<file path="src/rtl/cordic_pkg.sv">
// Shared types for the CORDIC phase sequencer: widths, sequencer states and the
// buffered result record.
package cordic_pkg;

  localparam int ANGLE_W = 16;
  localparam int DATA_W  = 16;

  typedef enum logic [1:0] {
    IDLE,
    ISSUE,
    WAIT_BUSY,
    WAIT_DONE
  } seq_state_e;

  typedef struct packed {
    logic signed [DATA_W-1:0] sin;
    logic signed [DATA_W-1:0] cos;
    logic [ANGLE_W-1:0]       phase;
  } cordic_sample_t;

endpackage

</file>
<file path="src/rtl/cordic_result_fifo.sv">
// Small synchronous FIFO of cordic samples. Head entry comes straight from storage
// flops, so nothing on the read side depends combinationally on pop.
module cordic_result_fifo
  import cordic_pkg::*;
#(
  parameter int DEPTH = 2,
  parameter int CNT_W = $clog2(DEPTH + 1)
) (
  input  logic           clk,
  input  logic           rst,
  input  logic           push,
  input  cordic_sample_t push_data,
  input  logic           pop,
  output cordic_sample_t head,
  output logic [CNT_W-1:0] count
);

  localparam int PTR_W = $clog2(DEPTH);

  cordic_sample_t   mem_q [DEPTH];
  logic [PTR_W-1:0] wr_ptr_q, wr_ptr_d;
  logic [PTR_W-1:0] rd_ptr_q, rd_ptr_d;
  logic [CNT_W-1:0] count_q, count_d;
  logic             do_push;
  logic             do_pop;

  always_comb begin
    do_push  = push && (count_q != CNT_W'(DEPTH));
    do_pop   = pop && (count_q != '0);
    wr_ptr_d = do_push ? wr_ptr_q + PTR_W'(1) : wr_ptr_q;
    rd_ptr_d = do_pop ? rd_ptr_q + PTR_W'(1) : rd_ptr_q;
    count_d  = count_q + CNT_W'(do_push) - CNT_W'(do_pop);
  end

  always_ff @(posedge clk) begin
    if (rst) begin
      wr_ptr_q <= '0;
      rd_ptr_q <= '0;
      count_q  <= '0;
    end else begin
      wr_ptr_q <= wr_ptr_d;
      rd_ptr_q <= rd_ptr_d;
      count_q  <= count_d;
    end
  end

  always_ff @(posedge clk) begin
    if (do_push) begin
      mem_q[wr_ptr_q] <= push_data;
    end
  end

  // Zero the head while empty so the stream reads all-zero when not valid.
  assign head  = (count_q != '0) ? mem_q[rd_ptr_q] : '0;
  assign count = count_q;

endmodule

</file>
<file path="src/rtl/cordic_phase_sequencer.sv">
// NCO front end for cordic_core: issues one angle per computation, waits out the
// core's busy window and streams the captured sin/cos with the angle that made them.
module cordic_phase_sequencer
  import cordic_pkg::*;
#(
  parameter int ACC_W      = 32,
  parameter int FIFO_DEPTH = 2,
  parameter int WATCHDOG   = 32
) (
  input  logic                     clk,
  input  logic                     rst,
  input  logic                     enable,
  input  logic [ACC_W-1:0]         ftw,
  input  logic                     ftw_load,
  input  logic [ANGLE_W-1:0]       phase_offset,
  output logic                     cordic_start,
  output logic [ANGLE_W-1:0]       cordic_angle,
  input  logic                     cordic_busy,
  input  logic signed [DATA_W-1:0] cordic_sin,
  input  logic signed [DATA_W-1:0] cordic_cos,
  output logic                     m_valid,
  input  logic                     m_ready,
  output logic signed [DATA_W-1:0] m_sin,
  output logic signed [DATA_W-1:0] m_cos,
  output logic [ANGLE_W-1:0]       m_phase,
  output logic                     err_timeout
);

  localparam int CNT_W = $clog2(FIFO_DEPTH + 1);
  localparam int WD_W  = $clog2(WATCHDOG + 1);

  seq_state_e         state_q, state_d;
  logic [ACC_W-1:0]   acc_q, acc_d;
  logic [ACC_W-1:0]   ftw_reg_q, ftw_reg_d;
  logic [ANGLE_W-1:0] pending_phase_q, pending_phase_d;
  logic [WD_W-1:0]    wd_cnt_q, wd_cnt_d;
  logic               err_q, err_d;

  logic [ANGLE_W-1:0] issue_angle;
  logic [CNT_W:0]     occ_after_push;
  logic               push;
  logic               pop;
  logic [CNT_W-1:0]   fifo_count;
  cordic_sample_t     push_data;
  cordic_sample_t     head;

  assign m_valid = (fifo_count != '0);
  assign pop     = m_valid && m_ready;

  always_comb begin
    state_d         = state_q;
    acc_d           = acc_q;
    ftw_reg_d       = ftw_load ? ftw : ftw_reg_q;
    pending_phase_d = pending_phase_q;
    wd_cnt_d        = wd_cnt_q;
    err_d           = err_q;
    push            = 1'b0;
    cordic_start    = 1'b0;
    cordic_angle    = '0;
    issue_angle     = acc_q[ACC_W-1 -: ANGLE_W] + phase_offset;
    // Occupancy once this cycle's capture and any concurrent pop have landed.
    occ_after_push  = {1'b0, fifo_count} + (CNT_W + 1)'(1) - (CNT_W + 1)'(pop);

    case (state_q)
      IDLE: begin
        // Nothing is in flight here, so the FIFO count alone decides whether a slot is free.
        if (enable && (fifo_count < CNT_W'(FIFO_DEPTH))) begin
          state_d = ISSUE;
        end
      end
      ISSUE: begin
        cordic_start    = 1'b1;
        cordic_angle    = issue_angle;
        pending_phase_d = issue_angle;
        acc_d           = acc_q + ftw_reg_q;
        wd_cnt_d        = '0;
        state_d         = WAIT_BUSY;
      end
      WAIT_BUSY: begin
        // Timeout lands err_timeout exactly WATCHDOG cycles after the start cycle.
        if (cordic_busy) begin
          state_d = WAIT_DONE;
        end else if (wd_cnt_q == WD_W'(WATCHDOG - 2)) begin
          err_d   = 1'b1;
          state_d = IDLE;
        end else begin
          wd_cnt_d = wd_cnt_q + WD_W'(1);
        end
      end
      WAIT_DONE: begin
        if (!cordic_busy) begin
          push = 1'b1;
          if (enable && (occ_after_push < (CNT_W + 1)'(FIFO_DEPTH))) begin
            state_d = ISSUE;
          end else begin
            state_d = IDLE;
          end
        end
      end
      default: state_d = IDLE;
    endcase
  end

  always_ff @(posedge clk) begin
    if (rst) begin
      state_q         <= IDLE;
      acc_q           <= '0;
      ftw_reg_q       <= '0;
      pending_phase_q <= '0;
      wd_cnt_q        <= '0;
      err_q           <= 1'b0;
    end else begin
      state_q         <= state_d;
      acc_q           <= acc_d;
      ftw_reg_q       <= ftw_reg_d;
      pending_phase_q <= pending_phase_d;
      wd_cnt_q        <= wd_cnt_d;
      err_q           <= err_d;
    end
  end

  always_comb begin
    push_data       = '0;
    push_data.sin   = cordic_sin;
    push_data.cos   = cordic_cos;
    push_data.phase = pending_phase_q;
  end

  cordic_result_fifo #(
    .DEPTH(FIFO_DEPTH),
    .CNT_W(CNT_W)
  ) u_fifo (
    .clk      (clk),
    .rst      (rst),
    .push     (push),
    .push_data(push_data),
    .pop      (pop),
    .head     (head),
    .count    (fifo_count)
  );

  assign m_sin       = head.sin;
  assign m_cos       = head.cos;
  assign m_phase     = head.phase;
  assign err_timeout = err_q;

endmodule
</file>
<file path="config.mk">
export PLATFORM = sky130hd
export DESIGN_NAME = cordic_phase_sequencer
export DESIGN_NICKNAME = d
export VERILOG_FILES = /design/src/rtl/cordic_pkg.sv /design/src/rtl/cordic_result_fifo.sv /design/src/rtl/cordic_phase_sequencer.sv
export SDC_FILE = /design/constraint.sdc
export NUM_CORES = 1
export LEC_CHECK = 0
export ABC_AREA = 1
export CAP_MARGIN = 20
export CELL_PAD_IN_SITES_DETAIL_PLACEMENT = 1
export CELL_PAD_IN_SITES_GLOBAL_PLACEMENT = 1
export CORE_MARGIN = 1
export CORE_UTILIZATION = 40
export DETAILED_ROUTE_END_ITERATION = 10
export PLACE_DENSITY = 0.84
export SLEW_MARGIN = 20
export SYNTH_ARGS = -nofsm -noshare
export SYNTH_HDL_FRONTEND = slang
export SYNTH_HIERARCHICAL = 1
export SYNTH_SLANG_ARGS = --single-unit
</file>
<file path="constraint.sdc">
create_clock -name clk -period 4.6 [get_ports clk]
set_input_delay 0.69 -clock clk [delete_from_list [all_inputs] [get_ports clk]]
set_output_delay 0.69 -clock clk [all_outputs]
set_load 0.02 [all_outputs]
</file>
==> results.yml <==
cts:
  htree_levels: 4
  cts_tree: "built"
  clk_latency_ns: 0.44
  clk_pin_slew_ns: 0.08
  cts_sinks: 190
  post_cts_buffers: 0
  hold_buffers: 0
  cts_buffers: 17
  cts_resized: 0
  cts_buffer_depth: 2
  root_buffer: "clkbuf_16"
logic_synthesis:
  ys_seq_area_share_pct: 46.55
  syn_inst: 1347
  synth_top_area_share_pct: 28.17
  synth_nets: 1484
  synth_area_per_cell_um2: 7.598
  synth.area.top_cells: "edfxtp_1 (28%), dfxtp_1 (18%), nand2_1 (16%)"
  post_synth_num_cell_types: 46
  yosysTopAreaCell: "edfxtp_1"
  ys_seq_elements: 190
  synth_warnings: 6
  synth_area_mm2: 0.01023
finish:
  nets: 1627
  syn2layout_area_growth_pct: 23.80
  instances_no_fill: 1834
  final_area_mm2: 0.01267
  drive_gt1_share_pct: 4.923
  final_common_cell: "nand2_1"
  fillCellCount: 3115
  final_cell_mix: "nand2_1 (437), inv_1 (164), nor2_1 (161)"
worst_setup_path:
  slowest_delay_ns: 0.63
  ff2ff_path_depth: 5
  timing.critical_path.to: "cordic_angle[10]"
  slowest_stage: "clkdlybuf4s50_1"
  reg2reg_slack_ns: 2.29
  crit_arrival_ns: 3.38
  path_common_cell: "nand2_1"
  r2r_start: "state_q[1]"
  path_cells: "clkdlybuf4s50_1 -> ha_1 -> fa_1 -> nand3_1 -> nand2_1 -> nand2_1 -> nand2_1 -> a21oi_1 -> inv_1 -> nand2_1 -> nand3_1 -> inv_1 -> clkdlybuf4s50_1"
  critPathLaunchType: "primary input"
  worst_setup_path_end_kind: "primary output"
  critPathRequiredTime_ns: 3.91
  critPathLaunch: "phase_offset[0]"
  timing.setup.critical_path_class: "in -> out"
  r2r-end: "u_fifo/mem_q[1][34]"
  cp_max_fo: 4
detailed_routing:
  drc_errors: 0
  antenna_left: 0
  drtIter0Drc: 418
  wl_per_cell_um: 15.94
  routed_wl_mm: 29.24
  dr_total_vias: 9172
  viasPerCell: 5.001
  dr.pass1.iters: 4
timing:
  maxSlewHeadroom_pct: 37.49
  fin_tns_setup_ns: 0
  fmax_mhz: 245.5
  clock_skew_ns: 0.01524
  period_share_pct: 88.54
  worstMarginPinSlew_ns: 0.9366
  post-route-min-period_ns: 4.073
  slew_viol_final: 0
  finalHoldViolations: 0
  setup_slack_ns: 0.5273
  setup_viol: 0
  rsz0062_at_grt: "no"
power_and_ir_drop:
  swShare_pct: 35.42
  p_total_mw: 4.958
  p_leak_nw: 5.725
  pwr-share-comb_pct: 28.5
  clkPwrFrac_pct: 30.1
  internal-power_mw: 3.202
  pwr_density_cell_mw_per_mm2: 391.3
  p_seq_share_pct: 41.4
  ir_drop_mv: 0.2025
  switchingPower_mw: 1.756
grt:
  grt_pass1_vias: 9697
  grt_max_degree: 50
  antenna_found_initial: 1
  overflow: 0
  track_usage_pct: 23.07
  grt_pass1_wl_mm: 47.99
run_status:
  status: "completed"
placed_design:
  dpl_worst_slack_ns: 0.4952
  place_area_mm2: 0.01207
  place.port_buffers: 152
  dp.cells: 1801
  place.gp.congestion: 0.8804
  hpwlAfterDp_mm: 22.38
die:
  core_mm2: 0.02511
  chipHeight_um: 162.0
  dieArea_mm2: 0.02623
  die_x_um: 162.0
  initial_core_util_pct: 40.76
  row_count: 58
  pin_count: 153
flow_run:
  cap_violations: 0
min_path:
  hp-class: "reg -> reg"
[power groups by stage]
stage                     Combinational (mW)  Sequential (mW)  Clock (mW)
after global routing                    1.58             2.07        1.59
final                                   1.41             2.05        1.49
after floorplan                        0.947             2.05           0
after detailed placement                1.41             2.10           0
after global placement                  1.35             2.08           0
after CTS                               1.42             2.06        1.53
[final cells by class]
cell class | instances | area [µm²] | area share [%]
flip-flops and latches | 190 | 4765 | 37.60
multi-input cells | 952 | 4666 | 36.82
well taps | 330 | 412.9 | 3.259
clock inverters | 14 | 165.2 | 1.303
inverters | 169 | 636.9 | 5.026
clock buffers | 18 | 429.2 | 3.387
repair buffers | 160 | 1594 | 12.58
diodes | 1 | 2.502 | 0.01975
[kinds of logic after synthesis]
family / Yosys count / synth area share, %
DFF: 190 / 46.55
AOI/OAI and AO/OA: 181 / 9.401
and+or+nand+nor: 710 / 28.75
xor gates and xnor gates: 10 / 0.8558
adders and majority gates: 51 / 6.381
buffers and inverters: 205 / 8.056
[how the worst min path moves through the flow]
stage,startpoint,end,slack [ns],depth (start not counted)
floorplan,pending_phase_q[0],u_fifo/mem_q[0][0],0.43,0
global placement,pending_phase_q[2],u_fifo/mem_q[0][2],0.43,0
detailed placement,pending_phase_q[11],u_fifo/mem_q[0][11],0.45,0
CTS,pending_phase_q[0],u_fifo/mem_q[1][0],0.47,0
global route,pending_phase_q[3],u_fifo/mem_q[1][3],0.47,0
finish,pending_phase_q[13],u_fifo/mem_q[0][13],0.46,0
[per-stage QoR]
step | util, % | hold WS (ns)
3_3_place_gp | 48.01 | 0.4334
6_report | 50.46 | 0.4629
2_1_floorplan | - | 0.4259
5_1_grt | 50.46 | 0.4725
4_1_cts | 50.45 | 0.4664
3_5_place_dp | 48.09 | 0.4500
[state kept, by name, summed over array words and instances (netlist names), named ones only]
name / count
u_fifo/rd_ptr_q: 1
err_timeout: 1
u_fifo/wr_ptr_q: 1
wd_cnt_q: 6
ftw_reg_q: 32
u_fifo/mem_q: 96
pending_phase_q: 16
state_q: 2
u_fifo/count: 2
acc_q: 32
[worst max-delay path, delay by kind of cell]
| kind | cells | cell delay [ns] |
|---|---|---|
| AND/OR/NAND/NOR | 6 | 0.55 |
| AO/OA/AOI/OAI | 1 | 0.21 |
| buffers and inverters | 4 | 1.24 |
| adder cells (fa/ha/maj) | 2 | 0.69 |
[synthesized netlist by cell type, drive strengths merged]
| cell type | count |
|---|---|
| o31ai | 1 |
| a32o | 3 |
| a31oi | 1 |
| xnor2 | 9 |
| a22o | 2 |
| nand2 | 441 |
| and3 | 3 |
| dfxtp | 94 |
| o211ai | 1 |
| or2 | 8 |
| a21o | 1 |
| fa | 2 |
| ha | 49 |
| nor3 | 11 |
| o21bai | 5 |
| nand3b | 3 |
| nand3 | 64 |
| and2 | 1 |
| o21a | 2 |
| nand4 | 7 |
| nor4 | 1 |
| a21oi | 109 |
| clkbuf | 11 |
| buf | 25 |
| inv | 169 |
| xor2 | 1 |
| edfxtp | 96 |
| o21ai | 56 |
| nor2 | 171 |
[metal layers]
| metal | GRT usage (%) | part of all wire [%] |
|---|---|---|
| met4 | 8.405 | 2.6 |
| met5 | 0 | 0 |
| met2 | 41.57 | 49 |
| met1 | 27.73 | 44 |
| met3 | 3.396 | 3.8 |
Note: power is estimated with default switching activity, not from simulation.
==> edit: new RTL, config.mk and constraints unchanged <==
Re-encode `seq_state_e` (4 states) as one-hot, 4 bits wide.
--- a/src/rtl/cordic_pkg.sv
+++ b/src/rtl/cordic_pkg.sv
@@ -5,11 +5,11 @@
   localparam int ANGLE_W = 16;
   localparam int DATA_W  = 16;
 
-  typedef enum logic [1:0] {
-    IDLE,
-    ISSUE,
-    WAIT_BUSY,
-    WAIT_DONE
+  typedef enum logic [3:0] {
+    IDLE      = 4'b0001,
+    ISSUE     = 4'b0010,
+    WAIT_BUSY = 4'b0100,
+    WAIT_DONE = 4'b1000
   } seq_state_e;
 
   typedef struct packed {
Function: no difference found for any inputs over 4 cycles, from zero or initial values and one cycle with rst high; so few cycles prove little.
==> edit against the unedited design <==
- wire length increased by 4.7%
- count of clock-buffer cells in the layout decreased by 1
- cell area increased by 1.6%
- setup slack improved by 0.062 ns
- sequential cell count increased by 2
- area after synthesis increased by 1.8%
- critical path type unchanged
- highest routed layer unchanged
Power is not compared: it rests on default switching activity, and its combinational part moved more than twofold at a synthesized area within 25%.
==> edit: results (changes against the unedited design) <==
INFO  metric ys_top_cells_by_area = sky130_fd_sc_hd__edfxtp_1, sky130_fd_sc_hd__dfxtp_1, sky130_fd_sc_hd__nand2_1, sky130_fd_sc_hd__nor2_1, sky130_fd_sc_hd__inv_1 (was sky130_fd_sc_hd__edfxtp_1, sky130_fd_sc_hd__dfxtp_1, sky130_fd_sc_hd__nand2_1, sky130_fd_sc_hd__inv_1, sky130_fd_sc_hd__ha_1)
INFO  metric wl_met1 = 12,900 um (was 13,000 um)
INFO  metric wire_length_of_the_first_global_routing_pass = 49,500 um (was 48,000 um)
INFO  metric viasPerCell = 4.99 (was 5.00)
INFO  metric worst_ep_arrival_time = 3.32 ns (was 3.38 ns)
INFO  metric avgSynthCellArea = 7.51 um2 (was 7.60 um2)
INFO  metric grt_max_degree = 53 (was 50)
INFO  metric grtUsageMet3 = 0.0399 (was 0.0340)
INFO  metric synth.cells.most_frequent = sky130_fd_sc_hd__nand2_1, sky130_fd_sc_hd__nor2_1, sky130_fd_sc_hd__inv_1 (was sky130_fd_sc_hd__nand2_1, sky130_fd_sc_hd__inv_1, sky130_fd_sc_hd__nor2_1)
INFO  metric placedCellCount = 1,839 (was 1,801)
INFO  metric antenna_found_initial = 0 (was 1)
INFO  metric gr-usage-all-layers = 0.238 (was 0.231)
INFO  metric netlist-cell-type-count = 43 (was 46)
INFO  metric status = finished, final reports clean (unchanged)
INFO  metric yosys.area_share.xor_xnor = 0.0185 (was 0.00856)
INFO  metric synth_nets = 1,525 (was 1,484)
INFO  metric final_net_count = 1,666 (was 1,627)
INFO  metric hpwlAfterDp = 23,300 um (was 22,400 um)
INFO  metric dp_slack = 0.579 ns (was 0.495 ns)
INFO  metric gr_met2_demand_resource = 0.444 (was 0.416)
INFO  metric wirelength = 30,600 um (was 29,200 um)
INFO  metric dr_wl_met2 = 15,700 um (was 14,400 um)
INFO  metric total_power = 0.00410 W
INFO  metric n_antenna_cell = 0 (was 1)
INFO  metric post_route_cells_drive_above_1_share = 0.0525 (was 0.0492)
INFO  metric worst-slew-pin-transition = 0.868 ns (was 0.937 ns)
INFO  metric finalWeightedCongestion = 0.905 (was 0.880)
INFO  metric timing.clock.skew = 0.0143 ns (was 0.0152 ns)
INFO  metric rrSetupSlack = 2.22 ns (was 2.29 ns)
INFO  metric grt_pass1_vias = 9,962 (was 9,697)
INFO  metric stdcell_count = 1,872 (was 1,834)
[edit: final cells by class]
type	count	area, um2
Fill cell	3168	12500
Sequential cell	192	4800
Multi-Input combinational cell	970	4720
Timing Repair Buffer	162	1620
Inverter	186	698
Clock buffer	17	425
Tap cell	330	413
Clock inverter	15	188
[edit: metrics by stage]
step / cell area (um2) / hold WS, ns / utilization
final: 12900 / 0.456 / 0.507
after global routing: 12900 / 0.469 / 0.507
after CTS: 12900 / 0.461 / 0.506
after detailed placement: 12200 / 0.443 / 0.482
after global placement: 12200 / 0.431 / 0.481
after floorplan: 10400 / 0.426 / -
[edit: worst paths after layout]
check / from / end / cells past startpoint
worst min-delay path: pending_phase_q[8]$_SDFFE_PP0P_ / u_fifo/mem_q[1][8]$_DFFE_PP_ / 0
worst max-delay path: phase_offset[6] / cordic_angle[9] / 10
worst min register to register: pending_phase_q[8]$_SDFFE_PP0P_ / u_fifo/mem_q[1][8]$_DFFE_PP_ / 0
worst max register to register: state_q[3]$_SDFFE_PP0P_ / wd_cnt_q[2]$_SDFFE_PP0P_ / 7
[edit: worst max-delay path, stage by stage]
cell	delay, ns
sky130_fd_sc_hd__clkdlybuf4s50_1	0.47
sky130_fd_sc_hd__ha_1	0.40
sky130_fd_sc_hd__a21oi_1	0.12
sky130_fd_sc_hd__o21ai_0	0.32
sky130_fd_sc_hd__inv_1	0.07
sky130_fd_sc_hd__nand2_1	0.08
sky130_fd_sc_hd__xor2_1	0.34
sky130_fd_sc_hd__inv_1	0.08
sky130_fd_sc_hd__nor2_1	0.11
sky130_fd_sc_hd__clkdlybuf4s50_1	0.61
